File: config.mk
export PLATFORM = sky130hd
export DESIGN_NAME = keypad_matrix_scanner_flat
export DESIGN_NICKNAME = d
export VERILOG_FILES = /design/src/rtl/keypad_pkg.sv /design/src/rtl/keypad_matrix_scanner_if.sv /design/src/rtl/keypad_sync.sv /design/src/rtl/keypad_matrix_scanner.sv /design/src/flat_wrapper.sv
export SDC_FILE = /design/constraint.sdc
export NUM_CORES = 1
export LEC_CHECK = 0
export CAP_MARGIN = 20
export CORE_UTILIZATION = 40
export CTS_BUF_LIST = sky130_fd_sc_hd__clkbuf_8
export DETAILED_ROUTE_END_ITERATION = 6
export GPL_TIMING_DRIVEN = 1
export PLACE_DENSITY = 0.65
export REMOVE_ABC_BUFFERS = 1
export SLEW_MARGIN = 25
export SYNTH_ARGS = -nofsm -noshare
export SYNTH_HDL_FRONTEND = slang
export SYNTH_SLANG_ARGS = --single-unit
export TNS_END_PERCENT = 30
File: constraint.sdc
create_clock -name clk -period 2.1 [get_ports clk]
set_input_delay 0.42 -clock clk [delete_from_list [all_inputs] [get_ports clk]]
set_output_delay 0.42 -clock clk [all_outputs]
set_load 0.02 [all_outputs]
File: src/rtl/keypad_pkg.sv
// Shared types and helpers for the 4x4 keypad scanner.
// Key code layout is {row[1:0], col[1:0]}.
package keypad_pkg;

  localparam int ROWS  = 4;
  localparam int COLS  = 4;
  localparam int KEY_W = 4;

  typedef enum logic [1:0] {
    SCAN,
    DEB_PRESS,
    PRESSED,
    DEB_REL
  } state_t;

  // Lowest row wins when several rows are pulled low together
  function automatic logic [1:0] lowest_zero(
    input logic [ROWS-1:0] v
  );
    logic [1:0] idx;
    idx = '0;
    for (int i = ROWS - 1; i >= 0; i--) begin
      if (!v[i]) idx = 2'(i);
    end
    return idx;
  endfunction

endpackage

File: src/rtl/keypad_matrix_scanner_if.sv
// Key event bundle from the scanner to display/command logic.
// master drives the event, slave consumes it.
interface keypad_matrix_scanner_if;
  import keypad_pkg::*;

  logic [KEY_W-1:0] key_code;
  logic             key_valid;
  logic             key_held;

  modport master (
    output key_code,
    output key_valid,
    output key_held
  );

  modport slave (
    input key_code,
    input key_valid,
    input key_held
  );

endinterface

File: src/rtl/keypad_sync.sv
// Two-flop synchronizer for the asynchronous keypad rows.
// Resets to all-ones so an idle pad reads as no key.
module keypad_sync
  import keypad_pkg::*;
(
  input  logic            clk,
  input  logic            rst_n,
  input  logic [ROWS-1:0] d,
  output logic [ROWS-1:0] q
);

  logic [ROWS-1:0] meta;
  logic [ROWS-1:0] sync;

  always_ff @(posedge clk or negedge rst_n) begin
    if (!rst_n) begin
      meta <= '1;
      sync <= '1;
    end else begin
      meta <= d;
      sync <= meta;
    end
  end

  assign q = sync;

endmodule

File: src/rtl/keypad_matrix_scanner.sv
// 4x4 keypad scanner: column strobe, row sample, debounce,
// and key event generation.
module keypad_matrix_scanner
  import keypad_pkg::*;
#(
  parameter int SCAN_DIV     = 1000,
  parameter int DEBOUNCE_CNT = 20000
) (
  input  logic            clk,
  input  logic            rst_n,
  input  logic [ROWS-1:0] row_in,
  output logic [COLS-1:0] col_out,
  keypad_matrix_scanner_if.master kp
);

  localparam int SW = $clog2(SCAN_DIV);
  localparam int DW = $clog2(DEBOUNCE_CNT);
  localparam logic [SW-1:0] STEP_LAST = SW'(SCAN_DIV - 1);
  localparam logic [DW-1:0] DEB_LAST  = DW'(DEBOUNCE_CNT - 1);

  logic [ROWS-1:0] row_s;

  state_t           state_q, state_d;
  logic [SW-1:0]    step_q, step_d;
  logic [DW-1:0]    deb_q, deb_d;
  logic [1:0]       col_q, col_d;
  logic [ROWS-1:0]  pat_q, pat_d;
  logic [KEY_W-1:0] code_q, code_d;
  logic             valid_q, valid_d;
  logic             held_q, held_d;

  keypad_sync u_sync (
    .clk   (clk),
    .rst_n (rst_n),
    .d     (row_in),
    .q     (row_s)
  );

  always_ff @(posedge clk or negedge rst_n) begin
    if (!rst_n) begin
      state_q <= SCAN;
      step_q  <= '0;
      deb_q   <= '0;
      col_q   <= '0;
      pat_q   <= '1;
      code_q  <= '0;
      valid_q <= 1'b0;
      held_q  <= 1'b0;
    end else begin
      state_q <= state_d;
      step_q  <= step_d;
      deb_q   <= deb_d;
      col_q   <= col_d;
      pat_q   <= pat_d;
      code_q  <= code_d;
      valid_q <= valid_d;
      held_q  <= held_d;
    end
  end

  always_comb begin
    state_d = state_q;
    step_d  = step_q;
    deb_d   = deb_q;
    col_d   = col_q;
    pat_d   = pat_q;
    code_d  = code_q;
    valid_d = 1'b0;
    held_d  = held_q;

    unique case (state_q)
      SCAN: begin
        // Rows are only trusted at step end, after the strobe settles
        if (step_q == STEP_LAST) begin
          step_d = '0;
          if (row_s == '1) begin
            col_d = col_q + 2'd1;
          end else begin
            pat_d   = row_s;
            deb_d   = '0;
            state_d = DEB_PRESS;
          end
        end else begin
          step_d = step_q + 1'b1;
        end
      end

      DEB_PRESS: begin
        if (row_s != pat_q) begin
          state_d = SCAN;
          step_d  = '0;
        end else if (deb_q == DEB_LAST) begin
          state_d = PRESSED;
          code_d  = {lowest_zero(pat_q), col_q};
          valid_d = 1'b1;
          held_d  = 1'b1;
        end else begin
          deb_d = deb_q + 1'b1;
        end
      end

      PRESSED: begin
        if (row_s == '1) begin
          state_d = DEB_REL;
          deb_d   = '0;
        end
      end

      DEB_REL: begin
        if (row_s != '1) begin
          state_d = PRESSED;
        end else if (deb_q == DEB_LAST) begin
          state_d = SCAN;
          step_d  = '0;
          held_d  = 1'b0;
          col_d   = col_q + 2'd1;
        end else begin
          deb_d = deb_q + 1'b1;
        end
      end

      default: begin
        state_d = SCAN;
        step_d  = '0;
      end
    endcase
  end

  assign col_out      = ~(COLS'(1) << col_q);
  assign kp.key_code  = code_q;
  assign kp.key_valid = valid_q;
  assign kp.key_held  = held_q;

endmodule

File: src/flat_wrapper.sv
// flat-port wrapper written by rule: the top's interface ports become plain ports
module keypad_matrix_scanner_flat import keypad_pkg::*;
#(
  parameter int SCAN_DIV     = 1000,
  parameter int DEBOUNCE_CNT = 20000
)
  (clk, rst_n, row_in, col_out, kp_key_code, kp_key_valid, kp_key_held);
  keypad_matrix_scanner_if kp_i ();
  input  logic clk;
  input  logic rst_n;
  input  logic [ROWS-1:0] row_in;
  output logic [COLS-1:0] col_out;
  output wire logic [$bits(kp_i.key_code)-1:0] kp_key_code;
  output wire logic [$bits(kp_i.key_valid)-1:0] kp_key_valid;
  output wire logic [$bits(kp_i.key_held)-1:0] kp_key_held;
  assign kp_key_code = kp_i.key_code;
  assign kp_key_valid = kp_i.key_valid;
  assign kp_key_held = kp_i.key_held;
  keypad_matrix_scanner #(.SCAN_DIV(SCAN_DIV), .DEBOUNCE_CNT(DEBOUNCE_CNT)) u_core (.clk(clk), .rst_n(rst_n), .row_in(row_in), .col_out(col_out), .kp(kp_i));
endmodule
Word level (Yosys, flattened, before mapping):

Index checks and enable logic that the tools add are counted.

* add/sub/neg operators: 3
* multiply operators: 0
* div/mod/pow operators: 0
* $lt $le $gt $ge: 0
* eq/ne operators: 19
* shift operators: 1
* multiplexer cells: 37
* bitwise gates (word level): 3
* reduce and logical (&&, ||, !) cells: 11

Operators by type and width (number)
* 15-bit 2-to-1 mux: 6
* 15-bit one-hot mux with 4 select lines: 1
* 10-bit 2-to-1 mux: 4
* 2-bit 2-to-1 mux: 15
* 10-bit one-hot mux with 3 select lines: 1
* 5-bit AND reduction: 4
* 15-bit by 1-bit adder with 15-bit output (second input constant): 1
* 15-bit == test (second input constant): 1
* 2-bit by 1-bit inequality test with 1-bit output (second input constant): 6
* 10-bit by 1-bit adder with 10-bit output (second input constant): 1
* 10-bit == test (second input constant): 1
* 2-bit one-hot mux with 4 select lines: 1
* 1-bit 2-to-1 mux: 7
* 2-bit inequality test (second input constant): 3
* 3-bit by 1-bit inequality test with 1-bit output (second input constant): 2
* 3-bit AND reduction: 2
* 2-bit == test (second input constant): 2
* 4-bit == test (second input constant): 1
* 4-bit inequality test: 1
* 4-bit inequality test (second input constant): 1
* 4-bit inverter: 1
* 2-bit one-hot mux with 2 select lines: 1
* 4-bit AND reduction: 1
* 2-bit nonzero test: 2
* 7 further kinds: 8

* register bits after elaboration: 47
* bits in latches: 0
* bits in writable memories: 0
* ROM bits: 0
* bits of input ports: 6
* logic and storage cells: 84
* memories kept: 0

Longest topological paths before layout:

Gate-level depths: netlist (run 1).

* word-level depth: 4
* depth in mapped cells: 7
* gate-level depth less buffers: 6

By module:

A second synthesis (run 1) with hierarchy kept.

* cell total of the unflattened synthesis: 246
* area total of the unflattened synthesis: 2486.1 um^2

Modules (own cells, without submodules)
* keypad_matrix_scanner: times used 1, cells an instance 238, area each 2275.9 um^2
* keypad_sync: times used 1, cells an instance 8, area each 210.2 um^2

Worst setup path after synthesis (run 1):

No wires, ideal clock.

* path kind: reg2reg
* start: register u_core.step_q[4]
* end: register u_core.deb_q[14]
* arrival time: 2.009 ns
* path slack: -0.035 ns
* stages on the path, launching flop included: 6
* clock period less this slack: 2.135 ns
* cell sequence: dfrtp_1 > or4b_1 > or4_4 > a21oi_4 > a21oi_2 > a221o_1

* longest elaborated chain between the ends: 3

Ends and longest elaborated chain
* from (decl): RTL line keypad_matrix_scanner.sv:24 `logic [SW-1:0] step_q, step_d;`
* from (signal assigned): RTL line keypad_matrix_scanner.sv:51 `step_q <= step_d;`
* 10-bit == test: RTL line keypad_matrix_scanner.sv:74 `if (step_q == STEP_LAST) begin`
* 2-bit by 1-bit inequality test with 1-bit output (no line)
* 5-bit AND reduction (no line)
* to (signal assigned): RTL line keypad_matrix_scanner.sv:43 `deb_q <= '0;`
* to (signal assigned): RTL line keypad_matrix_scanner.sv:52 `deb_q <= deb_d;`
* to (decl): RTL line keypad_matrix_scanner.sv:25 `logic [DW-1:0] deb_q, deb_d;`

Every way passes these cells.
A chain may end at the register's enable or synchronous reset.

Final worst setup path (run 1):

* start: register u_core.step_q[4]
* end: register u_core.deb_q[9]

Same word-level chain as after synthesis.

==> results.py, run 1 <==
metrics = {
    "finish": {
        "nets": 303,
        "area_growth_pct": 22.37,
        "layout_commonest_cell": "dfrtp_1",
        "antenna_cells": 0,
        "mostFrequentLayoutCells": "33 x dfrtp_1, 24 x buf_4, 23 x nand2_1",
        "final_layout_size_suffix_gt1_share_pct": 26.03,
        "final_util_pct": 50.80,
    },
    "critical_path": {
        "required_ps": 2290,
        "max_stage_delay_ps": 520,
        "path_max_fanout": 5,
        "slowest_stage": "or4b_1",
        "crit_path_frequent_cell": "a21oi_4",
        "worstSetupPathType": "flop to flop",
        "start_kind": "flop",
        "cp-end-kind": "flop",
        "arrival_ps": 2300,
        "path_cells": "or4b_1, or4_4, a21oi_4, a21oi_4, a221o_1",
    },
    "detailed_routing": {
        "drc": 0,
        "via_per_inst": 5.556,
        "drt-initial-drc-count": 184,
        "detail_route.first_pass.iterations": 4,
        "wl_per_cell_um": 14.32,
        "via_count": 2039,
        "drtAntennaViolNets": 0,
        "drt-total-wl_mm": 5.257,
    },
    "sta": {
        "tns_ps": -10.18,
        "final.period_utilization_pct": 100.3,
        "rsz0062_at_grt": "true",
        "finalClockSkew_ps": 10.73,
        "setup_ws_ps": -6.395,
        "tightest_slew_ps": 497.5,
        "setup_violations": 2,
        "clock.fmax_ghz": 0.4747,
        "slew_violations": 0,
        "relSlewSlack_pct": 66.84,
        "hold_violations": 0,
        "period_needed_ps": 2106,
        "hold_slack_ps": 62.81,
    },
    "yosys": {
        "synthCells": 249,
        "synth.cell_area_um2": 2472,
        "synthXorXnorAreaFrac_pct": 2.126,
        "synth_top_family_by_area": "simple AND/OR/NAND/NOR gates",
        "synthMuxAreaShare_pct": 4.453,
        "synth_compound_area_share_pct": 14.42,
        "synth_largest_area_cell": "dfrtp_1",
        "ys_seq_elements": 47,
        "synthAdderAreaFrac_pct": 3.036,
        "synth_edf_count": 0,
        "async_reset_ff_share_pct": 100.0,
        "avgSynthCellArea_um2": 9.929,
        "synth_cell_type_count": 56,
        "ys.flop_type": "dfrtp_1",
        "synthSimpleGateAreaFrac_pct": 24.54,
        "synthTopCellsByArea": "dfrtp_1 35%, dfstp_2 13%, mux2_2 3.6%",
        "ys.warnings.count": 0,
        "post-synth-top-area-fraction_pct": 35.43,
        "ys_seq_area_share_pct": 48.18,
    },
    "outcome": {
        "status": "complete, but fails checks",
        "violations": "negative setup slack",
    },
    "clock_network": {
        "cts_hold_buf": 0,
        "cts.sinks": 47,
        "numCtsBuffers": 5,
        "root_buffer": "clkbuf_8",
        "htreeDepth": 2,
        "clk_transition_reported_paths_ps": 100,
        "cts_tree": "built",
        "clk_latency_ps": 310,
        "cts.path.max_buffers": 2,
    },
    "place": {
        "dp_hpwl_mm": 3.774,
        "place.gp.congestion": 0.8682,
        "port_buffers": 15,
        "dp_slack_ps": -8.471,
    },
    "die": {
        "dieWidth_um": 80.62,
        "row_count": 28,
        "core_area_um2": 5956,
        "initial_core_util_pct": 41.51,
        "ios": 16,
        "die_height_um": 80.62,
        "die_area_um2": 6500,
    },
    "power_and_ir_drop": {
        "power.leakage_nw": 1.323,
        "power.total_mw": 1.661,
        "ir_drop_v": 0.0004411,
        "cellPowerDensity_nw_per_um2": 548.9,
    },
    "grt": {
        "grt_max_degree": 28,
        "grt_pass1_vias": 1782,
        "antenna_found_initial": 0,
        "grtUsageTotal_pct": 17.55,
        "grt_pass1_wl_mm": 8.707,
        "grt_overflow": 0,
    },
    "flow_run": {
        "cap_violations": 0,
    },
    "worst_hold_path": {
        "hold_path_class": "input port to async pin",
    },
}
[cells in the mapped netlist, drive strengths merged (2+ instances only)]
library cell and instances:
dfrtp 35, nand2 23, nor2 17, o21ai 17
nand3 14, nor3 14, inv 13, and3 12
dfstp 12, a21oi 8, mux2 8, ha 6
xnor2 6, a31oi 5, and4 5, nand4 5
or3 5, or2 4, a221o 3, buf 3
or4 3, a211o 2, a21boi 2, clkbuf 2
mux2i 2, nor4b 2, o31ai 2
[registers in the layout, summed over array words and instances (netlist names)]
name                 count
u_core.u_sync.q          4
u_core.deb_q            15
u_core.kp.key_code       4
u_core.step_q           10
u_core.kp.key_held       1
u_core.u_sync.meta       4
u_core.kp.key_valid      1
u_core.col_q             2
u_core.state_q           2
u_core.pat_q             4
[through the flow]
stage,cells,cell area [um^2]
6_report,367,3025
3_5_place_dp,357,2867
2_1_floorplan,244,2441
3_3_place_gp,357,2867
5_1_grt,367,3025
4_1_cts,366,2988
[critical path, delay by kind of cell, from the launching register on]
kind               cells  cell delay, ps
AOI/OAI and AO/OA      3             610
and+or+nand+nor        2             990
DFF                    1             390
[where the power goes]
group	leakage, nW	switching (mW)	internal, mW
Combinational	0.667	0.0225	0.0146
Clock	0.0587	0.339	0.361
Sequential	0.597	0.00447	0.919
[cell families after synthesis]
| family | Yosys count |
|---|---|
| AND/OR/NAND/NOR | 111 |
| AO/OA/AOI/OAI | 51 |
| flip-flops | 47 |
| buffers and inverters | 18 |
| multiplexers | 10 |
| XOR/XNOR | 6 |
| adder cells (fa/ha/maj) | 6 |
[worst paths after layout]
kind	from	end	slack (ps)	depth (start not counted)
hold / removal	rst_n	u_core.kp.key_code[2]	60	1
setup reg to reg	u_core.step_q[4]	u_core.deb_q[9]	-6	5
max in group asynchronous	rst_n	u_core.u_sync.meta[3]	1450	2
setup / recovery	u_core.step_q[4]	u_core.deb_q[9]	-6	5
hold reg to reg	u_core.u_sync.meta[3]	u_core.u_sync.q[3]	360	0
min in group clk	u_core.u_sync.meta[3]	u_core.u_sync.q[3]	360	0
[routing by layer]
metal  part of all wire, %  global-route usage, %  vias to the layer above  wire, um
li1                      -                      -                      997         -
met5                     0                      0                        -         0
met4                  0.51                  4.464                        0        27
met2                    45                  26.36                       37      2382
met3                   2.8                  3.750                        4       145
met1                    51                  25.39                     1001      2702
[cell type report]
cell class,instances,area [um^2]
multi-input combinational,184,1227
clock buffer,5,68.82
clock inverter,3,47.55
inverter,13,48.80
timing repair buffer,40,345.3
sequential,47,1194
fill,568,2930
tap,75,93.84
[repair_timing]
| action | CTS | global route |
|---|---|---|
| endpoints found under the setup margin | 7 | 13 |
| gates resized for setup | 2 | 7 |
| setup buffers | 1 | 1 |
| pin swaps | 1 | 1 |
Note: power is estimated with default switching activity, not from simulation.
==> inputs of run 2 (changes only) <==
--- a/config.mk
+++ b/config.mk
@@ -12,6 +12,7 @@
 export GPL_TIMING_DRIVEN = 1
 export PLACE_DENSITY = 0.65
 export REMOVE_ABC_BUFFERS = 1
+export SETUP_SLACK_MARGIN = 0.5
 export SLEW_MARGIN = 25
 export SYNTH_ARGS = -nofsm -noshare
 export SYNTH_HDL_FRONTEND = slang
==> results.py, run 2 (synthesized netlist as in run 1, its figures left out) <==
metrics = {
    "outcome": {
        "status": "complete, but fails checks",
        "violations": "negative setup slack",
    },
    "grt": {
        "grt_overflow": 0,
        "grt_pass1_wl_mm": 8.976,
        "grt_max_degree": 28,
        "grt_pass1_vias": 1852,
        "grtUsageTotal_pct": 18.13,
        "antenna_found_initial": 0,
    },
    "critical_path": {
        "reg2reg_slack_ps": -3,
        "max_stage_delay_ps": 520,
        "cp-end-kind": "flop",
        "r2r-start": "u_core.step_q[4]",
        "path_cells": "or4b_1, or4_4, a21oi_4, a21oi_4, a221o_1",
        "arrival_ps": 2290,
        "required_ps": 2290,
        "path_max_fanout": 5,
        "reg2reg_depth": 5,
        "crit_path_frequent_cell": "a21oi_4",
        "start_kind": "flop",
        "r2r_end": "u_core.deb_q[9]",
        "slowest_stage": "or4b_1",
        "worstSetupPathType": "flop to flop",
    },
    "die": {
        "initial_core_util_pct": 41.51,
        "ios": 16,
        "dieWidth_um": 80.62,
        "core_area_um2": 5956,
        "row_count": 28,
        "die_area_um2": 6500,
        "die_height_um": 80.62,
    },
    "finish": {
        "regArea_um2": 1194,
        "fillCellCount": 530,
        "nets": 319,
        "area_growth_pct": 32.44,
        "regMostFlops": "u_core.deb_q",
        "layout_commonest_cell": "buf_4",
        "mostFrequentLayoutCells": "35 x buf_4, 33 x dfrtp_1, 22 x nand2_1",
        "final_layout_size_suffix_gt1_share_pct": 37.99,
        "largest_registers": "u_core.deb_q x15, u_core.step_q x10",
        "multi_input_area_um2": 1330,
        "final_util_pct": 54.98,
        "largest_reg_flops": 15,
        "final_cells": 383,
        "antenna_cells": 0,
    },
    "flow_run": {
        "cap_violations": 0,
    },
    "detailed_routing": {
        "via_count": 2132,
        "drtAntennaViolNets": 0,
        "drc": 0,
        "wl_per_cell_um": 14.36,
        "via_per_inst": 5.567,
        "drt-initial-drc-count": 137,
        "detail_route.first_pass.iterations": 4,
        "drt-total-wl_mm": 5.501,
    },
    "sta": {
        "period_needed_ps": 2103,
        "finalClockSkew_ps": 8.923,
        "hold_violations": 0,
        "tns_ps": -3.221,
        "relSlewSlack_pct": 66.21,
        "slew_violations": 0,
        "hold_slack_ps": 68.07,
        "final.period_utilization_pct": 100.2,
        "clock.fmax_ghz": 0.4755,
        "tightest_slew_ps": 506.8,
        "rsz0062_at_grt": "true",
        "setup_ws_ps": -3.221,
        "setup_violations": 1,
    },
    "worst_hold_path": {
        "hold_path_class": "input port to async pin",
    },
    "place": {
        "place.gp.congestion": 0.8682,
        "dp_hpwl_mm": 3.774,
        "port_buffers": 15,
        "dp.cells": 357,
    },
    "clock_network": {
        "root_buffer": "clkbuf_8",
        "htreeDepth": 2,
        "clk_transition_reported_paths_ps": 100,
        "numCtsBuffers": 5,
        "cts_hold_buf": 0,
        "cts.sinks": 47,
        "cts.path.max_buffers": 2,
        "clk_latency_ps": 310,
        "cts_tree": "built",
    },
    "power_and_ir_drop": {
        "cellPowerDensity_nw_per_um2": 508.3,
        "power.leakage_nw": 1.469,
        "ir_drop_v": 0.0004399,
    },
}
run 2: area by class of cell:
class / instances / share of cell area [%]
Inverter: 13 / 1.796
Sequential cell: 47 / 36.45
Clock buffer: 5 / 2.102
Multi-Input combinational cell: 184 / 40.62
Clock inverter: 3 / 1.452
Tap cell: 75 / 2.866
Timing Repair Buffer: 56 / 14.71
run 2: where the power goes:
group / switching (mW) / internal, mW
combinational: 0.0237 / 0.0170
clock: 0.338 / 0.361
sequential: 0.00498 / 0.919
total: 0.367 / 1.30
run 2: how the worst max path moves through the flow:
stage,cells past startpoint,endpoint,start
global placement,5,u_core.deb_q[9],u_core.step_q[4]
floorplan,6,u_core.deb_q[9],u_core.deb_q[0]
CTS,5,u_core.deb_q[9],u_core.step_q[4]
detailed placement,5,u_core.deb_q[9],u_core.step_q[4]
finish,5,u_core.deb_q[9],u_core.step_q[4]
global route,6,u_core.deb_q[12],u_core.pat_q[3]
run 2: repair_timing:
item / 4_1_cts / 5_1_grt
pin swaps: 8 / 7
resized for setup: 61 / 17
endpoints found under the setup margin: 49 / 43
buffers inserted: 14 / 4
run 2: per-stage QoR:
stage               worst slack (ps)  area [um^2]  total power, mW
global placement               39.85         2867           0.9785
floorplan                     -660.9         2441           0.9448
finish                        -3.221         3274            1.664
detailed placement            -8.471         2867           0.9794
CTS                           -13.89         3181            1.681
global route                  -80.67         3274            1.716
run 2: routing by layer:
layer  track usage, %  up-vias  wire (um)
li1                 -     1038          -
met4            4.286        0         47
met3            3.750        6        192
met5                0        -          0
met1            25.70     1047       2644
met2            28.14       41       2616
run 2: worst max-delay path: cells and delay by family, from the launching register on:
family             cells  cell delay, ps
and+or+nand+nor        2             990
AOI/OAI and AO/OA      3             610
DFF                    1             400
==> RTL edit 1 (flow settings as in run 1) <==
Make the reset (`rst_n`) synchronous in 2 clocked blocks. Comments in the files are not updated.
--- a/src/rtl/keypad_sync.sv
+++ b/src/rtl/keypad_sync.sv
@@ -12,7 +12,7 @@
   logic [ROWS-1:0] meta;
   logic [ROWS-1:0] sync;
 
-  always_ff @(posedge clk or negedge rst_n) begin
+  always_ff @(posedge clk) begin
     if (!rst_n) begin
       meta <= '1;
       sync <= '1;
--- a/src/rtl/keypad_matrix_scanner.sv
+++ b/src/rtl/keypad_matrix_scanner.sv
@@ -36,7 +36,7 @@
     .q     (row_s)
   );
 
-  always_ff @(posedge clk or negedge rst_n) begin
+  always_ff @(posedge clk) begin
     if (!rst_n) begin
       state_q <= SCAN;
       step_q  <= '0;
Function: same outputs for any inputs over 10 cycles, from zero or initial values and one cycle with rst_n low; that may be too few to reach the edited logic, so the function may still have changed.
==> RTL edit 1 against run 1 <==
- wire length grew 16%
- final area grew 0.54%
- maximum frequency grew 1.1%
- highest routed layer unchanged
- largest cell class unchanged
- synthesized cell count grew 20%
- via count grew 18%
- sequential share of layout area shrank 8.3 points
- worst setup slack gained 0.024 ns
- sequential cell count is the same
- utilization grew 0.27 points
- synthesized area is essentially flat
Power is not compared: it rests on default switching activity, and its combinational part moved more than twofold at a synthesized area within 25%.
==> RTL edit 1: results (changes against run 1) <==
| Metric | Value |
|---|---|
| Via count of the first global-routing pass | `2289 (+28%)` |
| Post-detailed-routing wire length | `6110 µm (+16%)` |
| Capturing element of the worst setup path | `u_core.kp.key_code[0]$_SDFFE_PN0P_` |
| Actual slew at the worst max-slew pin | `0.453 ns (-0.0448 ns)` |
| Largest net degree at the start of global routing | `25 (-11%)` |
| Final estimated routing congestion in global placement | `0.833 (-4.0%)` |
| Total GRT Usage | `21.0% (+3.4 points)` |
| Setup Skew | `0.0146 ns (+0.00384 ns)` |
| Post-synthesis sequential area ratio | `38.0% (-10 points)` |
| Number of signal-net buffers in the layout | `53 (+33%)` |
| Length of routed met2 wiring | `2840 µm (+19%)` |
| Post-synth top cells | `sky130_fd_sc_hd__dfxtp_1 (47), sky130_fd_sc_hd__nand2_1 (28), sky130_fd_sc_hd__nand3_1 (20)` |
| Signal buf overhead | `14.3% (+2.9 points)` |
| Share of the synthesized netlist area taken by xor and xnor gates | `1.77% (-0.36 points)` |
| Fraction of standard cell area in multi-input logic | `46.9% (+6.4 points)` |
| Worst hold-check path type | `register to register` |
| Top area cells in the synthesized netlist | `sky130_fd_sc_hd__dfxtp_1 (38%), sky130_fd_sc_hd__nand2_1 (4.2%), sky130_fd_sc_hd__mux2i_1 (4.0%)` |
| Fraction of the mapped netlist area in compound gates | `17.8% (+3.4 points)` |
| Number of vias in the routed layout | `2415 (+18%)` |
| Synthesized-area fraction occupied by adder cells | `3.03% (about the same)` |
| Clock-pin transition on the worst setup and hold timing paths | `0.08 ns (-0.02 ns)` |
| Multiplexer area fraction after synthesis | `4.05% (-0.41 points)` |
| Multi-input logic cell count | `220 (+20%)` |
| Share of final-layout standard cells stronger than drive strength 1 | `17.8% (-8.2 points)` |
| Met3 wirelength from detailed routing | `251 µm (+73%)` |
| Detail Placement HPWL | `4490 µm (+19%)` |
| CP startpoint | `u_core.deb_q[8]$_SDFFE_PN0P_` |
| Number of DRC markers after the initial detailed-route iteration | `155 (-16%)` |
| Number of cells upsized or downsized after cts | `1 (-1)` |
| Global-route wire length before repair | `10600 µm (+21%)` |
| Clk tree area frac | `2.80% (-1.0 points)` |
| Run status | `finished, final reports clean` |
| Layout fillers | `585 (+3.0%)` |
| Final #Nets | `353 (+17%)` |
| Cell area reported after detailed placement | `0.00293 mm² (+2.1%)` |
| Count of unique library cells instantiated by Yosys | `50 (-11%)` |
| Met1 demand-to-capacity share in global routing | `26.8% (+1.4 points)` |
| Post-route setup slack | `0.0172 ns (+0.0236 ns)` |
| Routed WL per cell | `14.6 µm (+2.2%)` |
| Reg-to-Reg Start | `u_core.deb_q[8]$_SDFFE_PN0P_` |
-- RTL edit 1: worst min-delay path by stage --
| stage | endpoint | slack (ns) | cells past startpoint |
|---|---|---|---|
| after floorplan | u_core.u_sync.q[0]$_SDFF_PN1_ | 0.39 | 1 |
| after global placement | u_core.u_sync.q[0]$_SDFF_PN1_ | 0.39 | 1 |
| after detailed placement | u_core.u_sync.q[1]$_SDFF_PN1_ | 0.39 | 1 |
| after CTS | u_core.u_sync.q[1]$_SDFF_PN1_ | 0.41 | 1 |
| after global routing | u_core.u_sync.q[1]$_SDFF_PN1_ | 0.44 | 1 |
| final | u_core.u_sync.q[1]$_SDFF_PN1_ | 0.41 | 1 |
-- RTL edit 1: critical path, stage by stage (launching register included) --
cell	delay, ns
sky130_fd_sc_hd__dfxtp_2	0.33
sky130_fd_sc_hd__or4b_4	0.56
sky130_fd_sc_hd__or4_4	0.52
sky130_fd_sc_hd__nor3_4	0.30
sky130_fd_sc_hd__mux2i_1	0.23
sky130_fd_sc_hd__nor2_1	0.05
==> RTL edit 2 (settings of run 1) <==
Without the edit above. `SCAN_DIV` is set to 1000 in 2 places; all go to 2000.
--- a/src/rtl/keypad_matrix_scanner.sv
+++ b/src/rtl/keypad_matrix_scanner.sv
@@ -3,7 +3,7 @@
 module keypad_matrix_scanner
   import keypad_pkg::*;
 #(
-  parameter int SCAN_DIV     = 1000,
+  parameter int SCAN_DIV     = 2000,
   parameter int DEBOUNCE_CNT = 20000
 ) (
   input  logic            clk,
--- a/src/flat_wrapper.sv
+++ b/src/flat_wrapper.sv
@@ -1,7 +1,7 @@
 // flat-port wrapper written by rule: the top's interface ports become plain ports
 module keypad_matrix_scanner_flat import keypad_pkg::*;
 #(
-  parameter int SCAN_DIV     = 1000,
+  parameter int SCAN_DIV     = 2000,
   parameter int DEBOUNCE_CNT = 20000
 )
   (clk, rst_n, row_in, col_out, kp_key_code, kp_key_valid, kp_key_held);
Behaviour: same outputs for any inputs over 10 cycles, from zero or initial values and one cycle with rst_n low; that may be too few to reach the edited logic, so the function may still have changed.
==> RTL edit 2 against run 1 <==
- the run still ends with negative setup slack left
- critical path type unchanged
- synthesized area increased by 4.9%
- first-iteration DRC count decreased by 30%
- total power increased by 7.8%
- final area increased by 11%
- worst setup slack got worse by 0.38 ns
- die area increased by 4.7%
- wire length increased by 13%
- sequential cell count increased by 1
==> RTL edit 2: results (changes against run 1) <==
| Metric | Value |
|---|---|
| Setup TNS after final layout | `-6.64 ns (-6.63 ns)` |
| Run status | `complete, but fails checks` |
| Total GRT Usage | `19.7% (+2.2 points)` |
| Post-Synthesis Cells | `257 (+3.2%)` |
| Placed cells | `384 (+7.6%)` |
| Via count of the first global-routing pass | `2199 (+23%)` |
| Worst path max stage delay | `0.54 ns (+0.02 ns)` |
| P_leak | `1.46 nW (+10%)` |
| Post-detailed-routing wire length | `5930 µm (+13%)` |
| Proportion of synthesized flip-flops having asynchronous set or reset | `100% (unchanged)` |
| Largest registers ranked by flip-flop count | `u_core.deb_q x15, u_core.step_q x11` |
| Count of unique library cells instantiated by Yosys | `49 (-13%)` |
| Actual slew at the worst max-slew pin | `0.581 ns (+0.0831 ns)` |
| Final #Nets | `330 (+8.9%)` |
| Worst-case vdd ir drop | `0.398 mV (-9.9%)` |
| Largest net degree at the start of global routing | `27 (-3.6%)` |
| Number of DRC markers after the initial detailed-route iteration | `128 (-30%)` |
| Arrival time reported for the critical path endpoint | `2.69 ns (+0.39 ns)` |
| Top area cells in the synthesized netlist | `sky130_fd_sc_hd__dfrtp_1 (35%), sky130_fd_sc_hd__dfstp_2 (12%), sky130_fd_sc_hd__mux2_2 (4.8%)` |
| Setup slack after placement | `-0.417 ns (-0.409 ns)` |
| Length of routed met2 wiring | `2940 µm (+23%)` |
| Post-synth top cells | `sky130_fd_sc_hd__dfrtp_1 (36), sky130_fd_sc_hd__nand2_1 (24), sky130_fd_sc_hd__inv_1 (15)` |
| Top fanout value on the critical path | `4 (-1)` |
| Violated checks | `negative setup slack` |
| Share of final-layout standard cells stronger than drive strength 1 | `31.7% (+5.6 points)` |
| DR vias/cell | `5.64 (+1.5%)` |
| Met3 wirelength from detailed routing | `215 µm (+48%)` |
| Post-synthesis sequential area ratio | `46.9% (-1.3 points)` |
| Count of buffers added by post-CTS timing repair for setup | `0 (-1)` |
| Cell with the largest stage delay on the worst path | `sky130_fd_sc_hd__or4_4` |
| Cell area reported after detailed placement | `0.00314 mm² (+9.7%)` |
| Routed WL per cell | `15.1 µm (+5.1%)` |
| Global-route wire length before repair | `10100 µm (+16%)` |
| Dominant register cell in the synthesized netlist | `sky130_fd_sc_hd__dfrtp_1` |
| Depth of the most critical reg-to-reg path | `6 (+1)` |
| Final estimated routing congestion in global placement | `0.836 (-3.7%)` |
| Capturing element of the worst setup path | `u_core.deb_q[7]$_DFFE_PN0P_` |
| Detail Placement HPWL | `4290 µm (+14%)` |
| Layout fillers | `550 (-3.2%)` |
| Post-route setup slack | `-0.389 ns (-0.382 ns)` |
| Setup-failing EPs final | `29 (+27)` |
| Metal-1 WL | `2750 µm (+1.7%)` |
| Number of cells upsized or downsized after cts | `13 (+11)` |
| Minimum hold slack | `0.101 ns (+0.0385 ns)` |
| CP startpoint | `u_core.deb_q[6]$_DFFE_PN0P_` |
| Setup Skew | `0.0124 ns (+0.00166 ns)` |
==> RTL edit 2: changes by cell type in the layout (fill, tap and decap cells not counted), sizes merged, moves of 5 or more <==
cell / delta
and3: -6
mux2i: +5
o21ai: -5
nor2: -5
nand3: -5
buf: +27
o41ai: +5
==> RTL edit 2: area by class of cell <==
class | count | area (µm²) | area share (%)
clock buffers | 5 | 68.8 | 2.04
clock inverters | 3 | 68.8 | 2.04
inverters | 16 | 60.1 | 1.78
multi-input cells | 180 | 1300 | 38.6
flip-flops and latches | 48 | 1220 | 36.1
well taps | 75 | 93.8 | 2.78
repair buffers | 67 | 564 | 16.7
==> RTL edit 2: power breakdown <==
part	switching [mW]	internal [mW]
registers	0.00400	0.938
clock network	0.328	0.479
logic	0.0244	0.0173
==> RTL edit 2: worst register-to-register path: stages (launching register included) <==
cell                      delay [ns]
sky130_fd_sc_hd__dfrtp_1        0.39
sky130_fd_sc_hd__or4_4          0.54
sky130_fd_sc_hd__or4_4          0.50
sky130_fd_sc_hd__and3_4         0.19
sky130_fd_sc_hd__or3_4          0.33
sky130_fd_sc_hd__buf_2          0.17
sky130_fd_sc_hd__mux2_2         0.27
==> RTL edit 2: layer usage <==
| layer | GRT usage [%] | up-vias |
|---|---|---|
| li1 | - | 1075 |
| met1 | 26.6 | 1100 |
| met2 | 32.6 | 41 |
| met3 | 4.29 | 5 |
| met4 | 3.79 | 0 |
| met5 | 0 | - |
==> RTL edit 2: logic make-up after synthesis <==
family | Yosys count | share of synthesized area, %
XOR/XNOR | 8 | 2.70
buffers and inverters | 29 | 5.21
AND/OR/NAND/NOR | 93 | 19.8
multiplexers | 19 | 8.06
flip-flops | 48 | 46.9
adder cells (fa/ha/maj) | 6 | 2.90
AO/OA/AOI/OAI | 54 | 14.4
